## config.mk

```make
export PLATFORM = sky130hd
export DESIGN_NAME = control_sequencer_flat
export DESIGN_NICKNAME = d
export VERILOG_FILES = /design/src/rtl/control_sequencer_if.sv /design/src/rtl/control_sequencer.sv /design/src/flat_wrapper.sv
export SDC_FILE = /design/constraint.sdc
export NUM_CORES = 1
export LEC_CHECK = 0
export CORE_ASPECT_RATIO = 1.25
export CORE_MARGIN = 5
export CORE_UTILIZATION = 39
export CTS_CLUSTER_SIZE = 24
export DETAILED_ROUTE_END_ITERATION = 8
export GPL_ROUTABILITY_DRIVEN = 0
export PLACE_DENSITY = 0.77
export SYNTH_ARGS = -nofsm -noshare
export SYNTH_HDL_FRONTEND = slang
export SYNTH_SLANG_ARGS = --single-unit
export TNS_END_PERCENT = 10
```

## constraint.sdc

```tcl
create_clock -name clock -period 3.3 [get_ports clock]
set_input_delay 0.495 -clock clock [delete_from_list [all_inputs] [get_ports clock]]
set_output_delay 0.495 -clock clock [all_outputs]
set_load 0.02 [all_outputs]
```

## src/rtl/control_sequencer_if.sv

```systemverilog
// Bundle between the control sequencer and the mini-SRC datapath/memory.
// Handshake: the sequencer raises mem_read or mem_write and holds it, together
// with its companion strobes, every cycle until it samples mem_ready=1 at a
// rising clock edge; that edge completes the access and the next step begins.
// mem_ready is only looked at while a request strobe is high.
interface control_sequencer_if #(
    parameter int DATA_W = 32
);
    // datapath/memory to sequencer
    logic [DATA_W-1:0] ir;
    logic              con_ff;
    logic              mem_ready;
    logic              start;

    // sequencer to datapath/memory
    logic pco, pci, pc_inc;
    logic mari, mdri, mdro;
    logic mem_read, mem_write;
    logic iri, coni;
    logic gra, grb, grc;
    logic rin, rout, baout;
    logic ryi, rzi, rzlo, rzho;
    logic hii, hio, loi, loo;
    logic ipo, opi, csigno;
    logic [4:0] op_select;
    logic running, fault, illegal;

    // FSM visibility: encoded state and execute step
    logic [2:0] dbg_state;
    logic [2:0] dbg_step;

    modport master (
        input  ir, con_ff, mem_ready, start,
        output pco, pci, pc_inc, mari, mdri, mdro, mem_read, mem_write,
               iri, coni, gra, grb, grc, rin, rout, baout,
               ryi, rzi, rzlo, rzho, hii, hio, loi, loo,
               ipo, opi, csigno, op_select, running, fault, illegal,
               dbg_state, dbg_step
    );

    modport slave (
        output ir, con_ff, mem_ready, start,
        input  pco, pci, pc_inc, mari, mdri, mdro, mem_read, mem_write,
               iri, coni, gra, grb, grc, rin, rout, baout,
               ryi, rzi, rzlo, rzho, hii, hio, loi, loo,
               ipo, opi, csigno, op_select, running, fault, illegal,
               dbg_state, dbg_step
    );
endinterface

```

## src/rtl/control_sequencer.sv

```systemverilog
// Fetch/decode/execute control unit for the mini-SRC datapath. One state or
// execute step per clock; memory steps stretch until mem_ready, with an
// optional timeout that halts the machine and raises a sticky fault.
// All strobes are decoded from the registered state/step, so an asynchronous
// reset removes them immediately.
module control_sequencer #(
    parameter int DATA_W      = 32,
    parameter int OPC_LSB     = 27,
    parameter int MEM_TIMEOUT = 15,
    parameter int RESET_RUN   = 1
) (
    input logic                 clock,
    input logic                 reset_n,
    control_sequencer_if.master bus
);

    typedef enum logic [2:0] {
        S_RESET  = 3'd0,
        S_FETCH0 = 3'd1,
        S_FETCH1 = 3'd2,
        S_FETCH2 = 3'd3,
        S_EXEC   = 3'd4,
        S_HALTED = 3'd5
    } state_t;

    localparam int CNT_W = (MEM_TIMEOUT > 1) ? $clog2(MEM_TIMEOUT + 1) : 1;

    localparam logic [4:0] OP_LD   = 5'b00000;
    localparam logic [4:0] OP_LDI  = 5'b00001;
    localparam logic [4:0] OP_ST   = 5'b00010;
    localparam logic [4:0] OP_ADD  = 5'b00011;
    localparam logic [4:0] OP_JR   = 5'b10100;
    localparam logic [4:0] OP_JAL  = 5'b10101;
    localparam logic [4:0] OP_IN   = 5'b10110;
    localparam logic [4:0] OP_OUT  = 5'b10111;
    localparam logic [4:0] OP_MFHI = 5'b11000;
    localparam logic [4:0] OP_MFLO = 5'b11001;
    localparam logic [4:0] OP_HALT = 5'b11011;

    state_t           r_state, w_next_state;
    logic [2:0]       r_step, w_next_step;
    logic             r_fault, w_set_fault;
    logic [CNT_W-1:0] r_wait_cnt;

    logic [4:0] w_opc;
    logic       w_is_ld, w_is_ldi, w_is_st, w_is_mem;
    logic       w_is_alu, w_is_imm, w_is_muldiv, w_is_negnot, w_is_br;
    logic       w_in_wait, w_timeout;
    logic [2:0] w_last_step;
    logic       w_unused_ir;

    assign w_opc       = bus.ir[OPC_LSB+4:OPC_LSB];
    assign w_unused_ir = ^bus.ir;

    assign w_is_ld     = (w_opc == OP_LD);
    assign w_is_ldi    = (w_opc == OP_LDI);
    assign w_is_st     = (w_opc == OP_ST);
    assign w_is_mem    = w_is_ld || w_is_ldi || w_is_st;
    assign w_is_alu    = (w_opc >= 5'b00011) && (w_opc <= 5'b01011);
    assign w_is_imm    = (w_opc >= 5'b01100) && (w_opc <= 5'b01110);
    assign w_is_muldiv = (w_opc == 5'b01111) || (w_opc == 5'b10000);
    assign w_is_negnot = (w_opc == 5'b10001) || (w_opc == 5'b10010);
    assign w_is_br     = (w_opc == 5'b10011);

    // A wait step is any step that holds a memory request strobe.
    assign w_in_wait = (r_state == S_FETCH1) ||
                       ((r_state == S_EXEC) &&
                        ((w_is_ld && (r_step == 3'd6)) || (w_is_st && (r_step == 3'd7))));

    // The cycle in which the MEM_TIMEOUT-th consecutive not-ready sample is taken.
    assign w_timeout = (MEM_TIMEOUT != 0) && w_in_wait && !bus.mem_ready &&
                       (int'(r_wait_cnt) == MEM_TIMEOUT - 1);

    // Final execute step for the instruction currently in IR.
    always_comb begin : last_step_decode
        w_last_step = 3'd3;
        if (w_is_ld || w_is_st)                       w_last_step = 3'd7;
        else if (w_is_ldi || w_is_alu || w_is_imm)    w_last_step = 3'd5;
        else if (w_is_muldiv || w_is_br)              w_last_step = 3'd6;
        else if (w_is_negnot || (w_opc == OP_JAL))    w_last_step = 3'd4;
    end

    // State and step register; reset parks the machine in RESET.
    always_ff @(posedge clock or negedge reset_n) begin
        if (!reset_n) begin
            r_state <= S_RESET;
            r_step  <= 3'd0;
        end else begin
            r_state <= w_next_state;
            r_step  <= w_next_step;
        end
    end

    // Sticky timeout fault; only reset clears it.
    always_ff @(posedge clock or negedge reset_n) begin
        if (!reset_n)         r_fault <= 1'b0;
        else if (w_set_fault) r_fault <= 1'b1;
    end

    // Counts not-ready cycles inside a wait step; zero everywhere else.
    always_ff @(posedge clock or negedge reset_n) begin
        if (!reset_n)                                       r_wait_cnt <= '0;
        else if (w_in_wait && !bus.mem_ready && !w_timeout) r_wait_cnt <= r_wait_cnt + 1'b1;
        else                                                r_wait_cnt <= '0;
    end

    // Next state/step sequencing.
    always_comb begin : next_state_decode
        w_next_state = r_state;
        w_next_step  = 3'd0;
        w_set_fault  = 1'b0;
        case (r_state)
            S_RESET:  w_next_state = (RESET_RUN != 0) ? S_FETCH0 : S_HALTED;
            S_FETCH0: w_next_state = S_FETCH1;
            S_FETCH1: begin
                if (bus.mem_ready) begin
                    w_next_state = S_FETCH2;
                end else if (w_timeout) begin
                    w_next_state = S_HALTED;
                    w_set_fault  = 1'b1;
                end
            end
            S_FETCH2: begin
                w_next_state = S_EXEC;
                w_next_step  = 3'd3;
            end
            S_EXEC: begin
                w_next_step = r_step;
                if (w_in_wait && !bus.mem_ready) begin
                    if (w_timeout) begin
                        w_next_state = S_HALTED;
                        w_next_step  = 3'd0;
                        w_set_fault  = 1'b1;
                    end
                end else if ((w_opc == OP_HALT) && (r_step == 3'd3)) begin
                    w_next_state = S_HALTED;
                    w_next_step  = 3'd0;
                end else if (r_step == w_last_step) begin
                    w_next_state = S_FETCH0;
                    w_next_step  = 3'd0;
                end else begin
                    w_next_step = r_step + 3'd1;
                end
            end
            S_HALTED: if (bus.start && !r_fault) w_next_state = S_FETCH0;
            default:  w_next_state = S_RESET;
        endcase
    end

    // Moore strobe decode from state, step and opcode.
    always_comb begin : strobe_decode
        bus.pco = 1'b0;  bus.pci = 1'b0;  bus.pc_inc = 1'b0;
        bus.mari = 1'b0; bus.mdri = 1'b0; bus.mdro = 1'b0;
        bus.mem_read = 1'b0; bus.mem_write = 1'b0;
        bus.iri = 1'b0;  bus.coni = 1'b0;
        bus.gra = 1'b0;  bus.grb = 1'b0;  bus.grc = 1'b0;
        bus.rin = 1'b0;  bus.rout = 1'b0; bus.baout = 1'b0;
        bus.ryi = 1'b0;  bus.rzi = 1'b0;  bus.rzlo = 1'b0; bus.rzho = 1'b0;
        bus.hii = 1'b0;  bus.hio = 1'b0;  bus.loi = 1'b0;  bus.loo = 1'b0;
        bus.ipo = 1'b0;  bus.opi = 1'b0;  bus.csigno = 1'b0;
        bus.op_select = 5'b00000;
        bus.illegal   = 1'b0;
        bus.fault     = r_fault;
        bus.running   = (r_state != S_RESET) && (r_state != S_HALTED);
        case (r_state)
            S_FETCH0: begin bus.pco = 1'b1; bus.mari = 1'b1; bus.pc_inc = 1'b1; end
            S_FETCH1: begin bus.mem_read = 1'b1; bus.mdri = 1'b1; end
            S_FETCH2: begin bus.mdro = 1'b1; bus.iri = 1'b1; end
            S_EXEC: begin
                if (w_is_mem) begin
                    case (r_step)
                        3'd3: begin bus.grb = 1'b1; bus.baout = 1'b1; bus.ryi = 1'b1; end
                        3'd4: begin bus.csigno = 1'b1; bus.rzi = 1'b1; bus.op_select = OP_ADD; end
                        3'd5: begin
                            bus.rzlo = 1'b1;
                            if (w_is_ldi) begin bus.gra = 1'b1; bus.rin = 1'b1; end
                            else          bus.mari = 1'b1;
                        end
                        3'd6: begin
                            bus.mdri = 1'b1;
                            if (w_is_ld) bus.mem_read = 1'b1;
                            else begin bus.gra = 1'b1; bus.rout = 1'b1; end
                        end
                        3'd7: begin
                            if (w_is_ld) begin bus.mdro = 1'b1; bus.gra = 1'b1; bus.rin = 1'b1; end
                            else         bus.mem_write = 1'b1;
                        end
                        default: ;
                    endcase
                end else if (w_is_alu || w_is_imm) begin
                    case (r_step)
                        3'd3: begin bus.grb = 1'b1; bus.rout = 1'b1; bus.ryi = 1'b1; end
                        3'd4: begin
                            bus.rzi = 1'b1;
                            bus.op_select = w_opc;
                            if (w_is_alu) begin bus.grc = 1'b1; bus.rout = 1'b1; end
                            else          bus.csigno = 1'b1;
                        end
                        3'd5: begin bus.rzlo = 1'b1; bus.gra = 1'b1; bus.rin = 1'b1; end
                        default: ;
                    endcase
                end else if (w_is_muldiv) begin
                    case (r_step)
                        3'd3: begin bus.gra = 1'b1; bus.rout = 1'b1; bus.ryi = 1'b1; end
                        3'd4: begin bus.grb = 1'b1; bus.rout = 1'b1; bus.rzi = 1'b1; bus.op_select = w_opc; end
                        3'd5: begin bus.rzlo = 1'b1; bus.loi = 1'b1; end
                        3'd6: begin bus.rzho = 1'b1; bus.hii = 1'b1; end
                        default: ;
                    endcase
                end else if (w_is_negnot) begin
                    case (r_step)
                        3'd3: begin bus.grb = 1'b1; bus.rout = 1'b1; bus.rzi = 1'b1; bus.op_select = w_opc; end
                        3'd4: begin bus.rzlo = 1'b1; bus.gra = 1'b1; bus.rin = 1'b1; end
                        default: ;
                    endcase
                end else if (w_is_br) begin
                    case (r_step)
                        3'd3: begin bus.gra = 1'b1; bus.rout = 1'b1; bus.coni = 1'b1; end
                        3'd4: begin bus.pco = 1'b1; bus.ryi = 1'b1; end
                        3'd5: begin bus.csigno = 1'b1; bus.rzi = 1'b1; bus.op_select = OP_ADD; end
                        3'd6: if (bus.con_ff) begin bus.rzlo = 1'b1; bus.pci = 1'b1; end
                        default: ;
                    endcase
                end else begin
                    case (w_opc)
                        OP_JR:   if (r_step == 3'd3) begin bus.gra = 1'b1; bus.rout = 1'b1; bus.pci = 1'b1; end
                        OP_JAL: begin
                            if (r_step == 3'd3) begin bus.pco = 1'b1; bus.grb = 1'b1; bus.rin = 1'b1; end
                            if (r_step == 3'd4) begin bus.gra = 1'b1; bus.rout = 1'b1; bus.pci = 1'b1; end
                        end
                        OP_IN:   begin bus.ipo = 1'b1; bus.gra = 1'b1; bus.rin = 1'b1; end
                        OP_OUT:  begin bus.gra = 1'b1; bus.rout = 1'b1; bus.opi = 1'b1; end
                        OP_MFHI: begin bus.hio = 1'b1; bus.gra = 1'b1; bus.rin = 1'b1; end
                        OP_MFLO: begin bus.loo = 1'b1; bus.gra = 1'b1; bus.rin = 1'b1; end
                        default: bus.illegal = (w_opc[4:2] == 3'b111);
                    endcase
                end
            end
            default: ;
        endcase
    end

    assign bus.dbg_state = r_state;
    assign bus.dbg_step  = r_step;

endmodule

```

## src/flat_wrapper.sv

```systemverilog
// flat-port wrapper written by rule: the top's interface ports become plain ports
module control_sequencer_flat 
#(
    parameter int DATA_W      = 32,
    parameter int OPC_LSB     = 27,
    parameter int MEM_TIMEOUT = 15,
    parameter int RESET_RUN   = 1
)
  (clock, reset_n, bus_ir, bus_con_ff, bus_mem_ready, bus_start, bus_pco, bus_pci, bus_pc_inc, bus_mari, bus_mdri, bus_mdro, bus_mem_read, bus_mem_write, bus_iri, bus_coni, bus_gra, bus_grb, bus_grc, bus_rin, bus_rout, bus_baout, bus_ryi, bus_rzi, bus_rzlo, bus_rzho, bus_hii, bus_hio, bus_loi, bus_loo, bus_ipo, bus_opi, bus_csigno, bus_op_select, bus_running, bus_fault, bus_illegal, bus_dbg_state, bus_dbg_step);
  control_sequencer_if #(.DATA_W(DATA_W)) bus_i ();
  input logic clock;
  input logic reset_n;
  input wire logic [$bits(bus_i.ir)-1:0] bus_ir;
  input wire logic [$bits(bus_i.con_ff)-1:0] bus_con_ff;
  input wire logic [$bits(bus_i.mem_ready)-1:0] bus_mem_ready;
  input wire logic [$bits(bus_i.start)-1:0] bus_start;
  output wire logic [$bits(bus_i.pco)-1:0] bus_pco;
  output wire logic [$bits(bus_i.pci)-1:0] bus_pci;
  output wire logic [$bits(bus_i.pc_inc)-1:0] bus_pc_inc;
  output wire logic [$bits(bus_i.mari)-1:0] bus_mari;
  output wire logic [$bits(bus_i.mdri)-1:0] bus_mdri;
  output wire logic [$bits(bus_i.mdro)-1:0] bus_mdro;
  output wire logic [$bits(bus_i.mem_read)-1:0] bus_mem_read;
  output wire logic [$bits(bus_i.mem_write)-1:0] bus_mem_write;
  output wire logic [$bits(bus_i.iri)-1:0] bus_iri;
  output wire logic [$bits(bus_i.coni)-1:0] bus_coni;
  output wire logic [$bits(bus_i.gra)-1:0] bus_gra;
  output wire logic [$bits(bus_i.grb)-1:0] bus_grb;
  output wire logic [$bits(bus_i.grc)-1:0] bus_grc;
  output wire logic [$bits(bus_i.rin)-1:0] bus_rin;
  output wire logic [$bits(bus_i.rout)-1:0] bus_rout;
  output wire logic [$bits(bus_i.baout)-1:0] bus_baout;
  output wire logic [$bits(bus_i.ryi)-1:0] bus_ryi;
  output wire logic [$bits(bus_i.rzi)-1:0] bus_rzi;
  output wire logic [$bits(bus_i.rzlo)-1:0] bus_rzlo;
  output wire logic [$bits(bus_i.rzho)-1:0] bus_rzho;
  output wire logic [$bits(bus_i.hii)-1:0] bus_hii;
  output wire logic [$bits(bus_i.hio)-1:0] bus_hio;
  output wire logic [$bits(bus_i.loi)-1:0] bus_loi;
  output wire logic [$bits(bus_i.loo)-1:0] bus_loo;
  output wire logic [$bits(bus_i.ipo)-1:0] bus_ipo;
  output wire logic [$bits(bus_i.opi)-1:0] bus_opi;
  output wire logic [$bits(bus_i.csigno)-1:0] bus_csigno;
  output wire logic [$bits(bus_i.op_select)-1:0] bus_op_select;
  output wire logic [$bits(bus_i.running)-1:0] bus_running;
  output wire logic [$bits(bus_i.fault)-1:0] bus_fault;
  output wire logic [$bits(bus_i.illegal)-1:0] bus_illegal;
  output wire logic [$bits(bus_i.dbg_state)-1:0] bus_dbg_state;
  output wire logic [$bits(bus_i.dbg_step)-1:0] bus_dbg_step;
  assign bus_i.ir = bus_ir;
  assign bus_i.con_ff = bus_con_ff;
  assign bus_i.mem_ready = bus_mem_ready;
  assign bus_i.start = bus_start;
  assign bus_pco = bus_i.pco;
  assign bus_pci = bus_i.pci;
  assign bus_pc_inc = bus_i.pc_inc;
  assign bus_mari = bus_i.mari;
  assign bus_mdri = bus_i.mdri;
  assign bus_mdro = bus_i.mdro;
  assign bus_mem_read = bus_i.mem_read;
  assign bus_mem_write = bus_i.mem_write;
  assign bus_iri = bus_i.iri;
  assign bus_coni = bus_i.coni;
  assign bus_gra = bus_i.gra;
  assign bus_grb = bus_i.grb;
  assign bus_grc = bus_i.grc;
  assign bus_rin = bus_i.rin;
  assign bus_rout = bus_i.rout;
  assign bus_baout = bus_i.baout;
  assign bus_ryi = bus_i.ryi;
  assign bus_rzi = bus_i.rzi;
  assign bus_rzlo = bus_i.rzlo;
  assign bus_rzho = bus_i.rzho;
  assign bus_hii = bus_i.hii;
  assign bus_hio = bus_i.hio;
  assign bus_loi = bus_i.loi;
  assign bus_loo = bus_i.loo;
  assign bus_ipo = bus_i.ipo;
  assign bus_opi = bus_i.opi;
  assign bus_csigno = bus_i.csigno;
  assign bus_op_select = bus_i.op_select;
  assign bus_running = bus_i.running;
  assign bus_fault = bus_i.fault;
  assign bus_illegal = bus_i.illegal;
  assign bus_dbg_state = bus_i.dbg_state;
  assign bus_dbg_step = bus_i.dbg_step;
  control_sequencer #(.DATA_W(DATA_W), .OPC_LSB(OPC_LSB), .MEM_TIMEOUT(MEM_TIMEOUT), .RESET_RUN(RESET_RUN)) u_core (.clock(clock), .reset_n(reset_n), .bus(bus_i));
endmodule
```

==> results of run 1 <==
-- sequential cells by signal, summed over array words and instances (netlist names) --
| signal | count |
|---|---|
| u_core.r_wait_cnt | 4 |
| u_core.bus.fault | 1 |
| u_core.bus.dbg_state | 3 |
| u_core.bus.dbg_step | 3 |
-- logic make-up (layout without fill, tap and decap cells) --
family,after synthesis,in the layout,share of synthesized area
and+or+nand+nor,109,109,0.356
AOI/OAI and AO/OA,71,71,0.303
buffers and inverters,27,97,0.0806
DFF,11,11,0.167
adders and majority gates,8,8,0.0608
xor gates and xnor gates,5,5,0.0266
muxes,1,1,0.00608
-- area by class of cell --
| type | count | area, µm² |
|---|---|---|
| Fill cell | 386 | 1630 |
| Multi-Input combinational cell | 194 | 1270 |
| Timing Repair Buffer | 85 | 783 |
| Tap cell | 56 | 70.1 |
| Inverter | 8 | 30.0 |
| Clock buffer | 4 | 45.0 |
| Sequential cell | 11 | 275 |
-- where the power goes --
group | leakage [nW] | switching (mW) | internal [mW] | total [mW]
combinational | 0.970 | 0.350 | 0.285 | 0.635
sequential | 0.145 | 0.0503 | 0.166 | 0.216
clock | 0.0228 | 0.0510 | 0.0848 | 0.136
-- worst max-delay path, stage by stage --
cell	delay, ns
clkdlybuf4s50_1	0.54
or2_1	0.32
o32ai_2	0.30
a21oi_1	0.13
nor3_2	0.23
buf_4	0.15
and2_1	0.11
clkdlybuf4s50_1	0.59
-- metrics by stage --
step / power [mW] / worst slack, ns / cell area [µm²]
after floorplan: 0.581 / 0.603 / 1650
after global placement: 0.847 / -0.127 / 2380
after detailed placement: 0.857 / -0.161 / 2380
after CTS: 0.994 / -0.0737 / 2430
after global routing: 1.07 / -0.149 / 2470
final: 0.987 / -0.0786 / 2470
-- cell usage after synthesis, types with 3 or more instances --
cell	instances	area (µm²)
ha_1	8	100
clkbuf_1	8	30.0
nor4_1	3	18.8
nor3_1	11	55.1
and2_1	6	37.5
inv_1	8	30.0
nor2b_1	8	50.1
buf_2	4	20.0
nand2_1	20	75.1
o211ai_1	4	30.0
xnor2_1	4	35.0
o211a_1	4	40.0
a21oi_1	17	85.1
o21a_1	3	22.5
o21ai_1	3	15.0
or3_1	3	18.8
nor2_1	21	78.8
nand2b_1	7	43.8
dfrtp_1	11	275
nor3b_1	3	22.5
buf_4	3	22.5
nand3_1	7	35.0
or4_1	3	22.5
a31oi_1	4	25.0
a21o_1	3	22.5
o21ai_0	9	45.0
-- per-layer routing --
layer | vias up | part of all wire | track usage
met5 | - | 0 | 0
met4 | 0 | 0.048 | 0.133
met3 | 21 | 0.060 | 0.0217
met2 | 89 | 0.51 | 0.361
met1 | 949 | 0.38 | 0.232
li1 | 998 | - | -
-- final timing paths --
kind	to	cells past startpoint
setup / recovery	bus_op_select[3]	8
hold / removal	u_core.bus.fault	1
setup reg to reg	u_core.bus.dbg_state[2]	8
hold reg to reg	u_core.bus.fault	1
max in group asynchronous	u_core.bus.dbg_step[1]	1
min in group asynchronous	u_core.bus.dbg_step[2]	1
==> flow_summary.yaml, run 1 <==
finish:
  final_common_cell: "buf_4"
  final_util: 0.603
  layout_common_cells: "35 x buf_4, 33 x clkdlybuf4s50_1, 21 x nor2_1"
  stdcell_count: 358
  layout-drive-gt1-share: 0.172
  nets: 348
  antenna_cells: 0
  area_growth_syn_to_layout_pct: 50.3
sta:
  relSlewSlack: 0.670
  whs_ns: 0.495
  fin_skew_ns: 0.00413
  rsz0062_at_grt: "yes"
  fin_ws_ns: -0.0786
  tns_ns: -0.0786
  fmax_ghz: 0.296
  hold_viol_final: 0
  timing_worst_slew_pin_value_ns: 0.494
  min_period_ns: 3.38
  fin_crit_sh: 1.02
  slew_viol_final: 0
  setup_violations: 1
synthesis:
  ys_types: 59
  syn_nets: 277
  seq_area_frac_synth: 0.167
  syn_avg_cell_area_um2: 7.09
  synthArstFlopShare: 1.00
  syn-cell-area_mm2: 0.00165
  synth_seq_cells: 11
  yosys_most_used_dff: "dfrtp_1"
  postSynthCellCount: 232
  ys_warn_count: 0
  synth_edf_count: 0
min_path:
  worstHoldStart: "u_core.bus.fault"
  hold_path.class: "flip-flop to flip-flop"
pwr:
  irDropWorstVdd_v: 0.000391
  power.density_mw_per_mm2: 399
  p_leak_nw: 1.14
clocking:
  hold_buffers: 0
  root_buffer: "clkbuf_8"
  worstSkewPairLatency_ns: 0.24
  cts.clk_slew.worst_paths_ns: 0.05
  htreeDepth: 1
  numCtsBuffers: 3
  cts_sinks: 11
  post_cts_buffers: 0
  post_cts_resized: 10
  clock_path_buffers: 2
  tritoncts: "yes"
routing:
  drc: 0
  dr.pass1.iters: 4
  drt_iter0_drc: 152
  drt.antenna.violating_nets: 0
  via_per_inst: 5.75
  wl_per_cell_um: 15.5
  vias: 2057
  routed_wirelength_um: 5540
die:
  dieArea_mm2: 0.00563
  ios: 78
  die_y_um: 82.6
  start_util: 0.401
  core_area_mm2: 0.00410
  die_w_um: 68.1
  fp-row-count: 26
critical_path:
  cp.arrival_ns: 2.88
  cp-end-kind: "output pin"
  critPathRequiredTime_ns: 2.80
  r2r_slack_ns: 1.06
  path_class: "input port to output pin"
  crit_path_start_kind: "input port"
  rr_startpoint: "u_core.bus.dbg_step[0]"
  startpoint: "bus_ir[29]"
  cp_max_fo: 7
grt:
  overflow: 0
  grt_pass1_vias: 2024
  antenna_found_initial: 0
  grt_pass1_wl_um: 8990
  grt_max_degree: 18
  grt_usage: 0.206
placed_design:
  port_buffers: 50
  dp_hpwl_um: 4400
  place_inst: 354
job:
  maxCapViolCount: 0
status:
  status: "finished with violations"
  violations: "setup timing"
(Power assumes the default switching activity.)
==> run 2: changes to the inputs <==
--- a/config.mk
+++ b/config.mk
@@ -8,7 +8,6 @@
 export CORE_ASPECT_RATIO = 1.25
 export CORE_MARGIN = 5
 export CORE_UTILIZATION = 39
-export CTS_CLUSTER_SIZE = 24
 export DETAILED_ROUTE_END_ITERATION = 8
 export GPL_ROUTABILITY_DRIVEN = 0
 export PLACE_DENSITY = 0.77
==> results of run 2 <==
No change in the layout: final DEF, timing and power equal those of run 1.
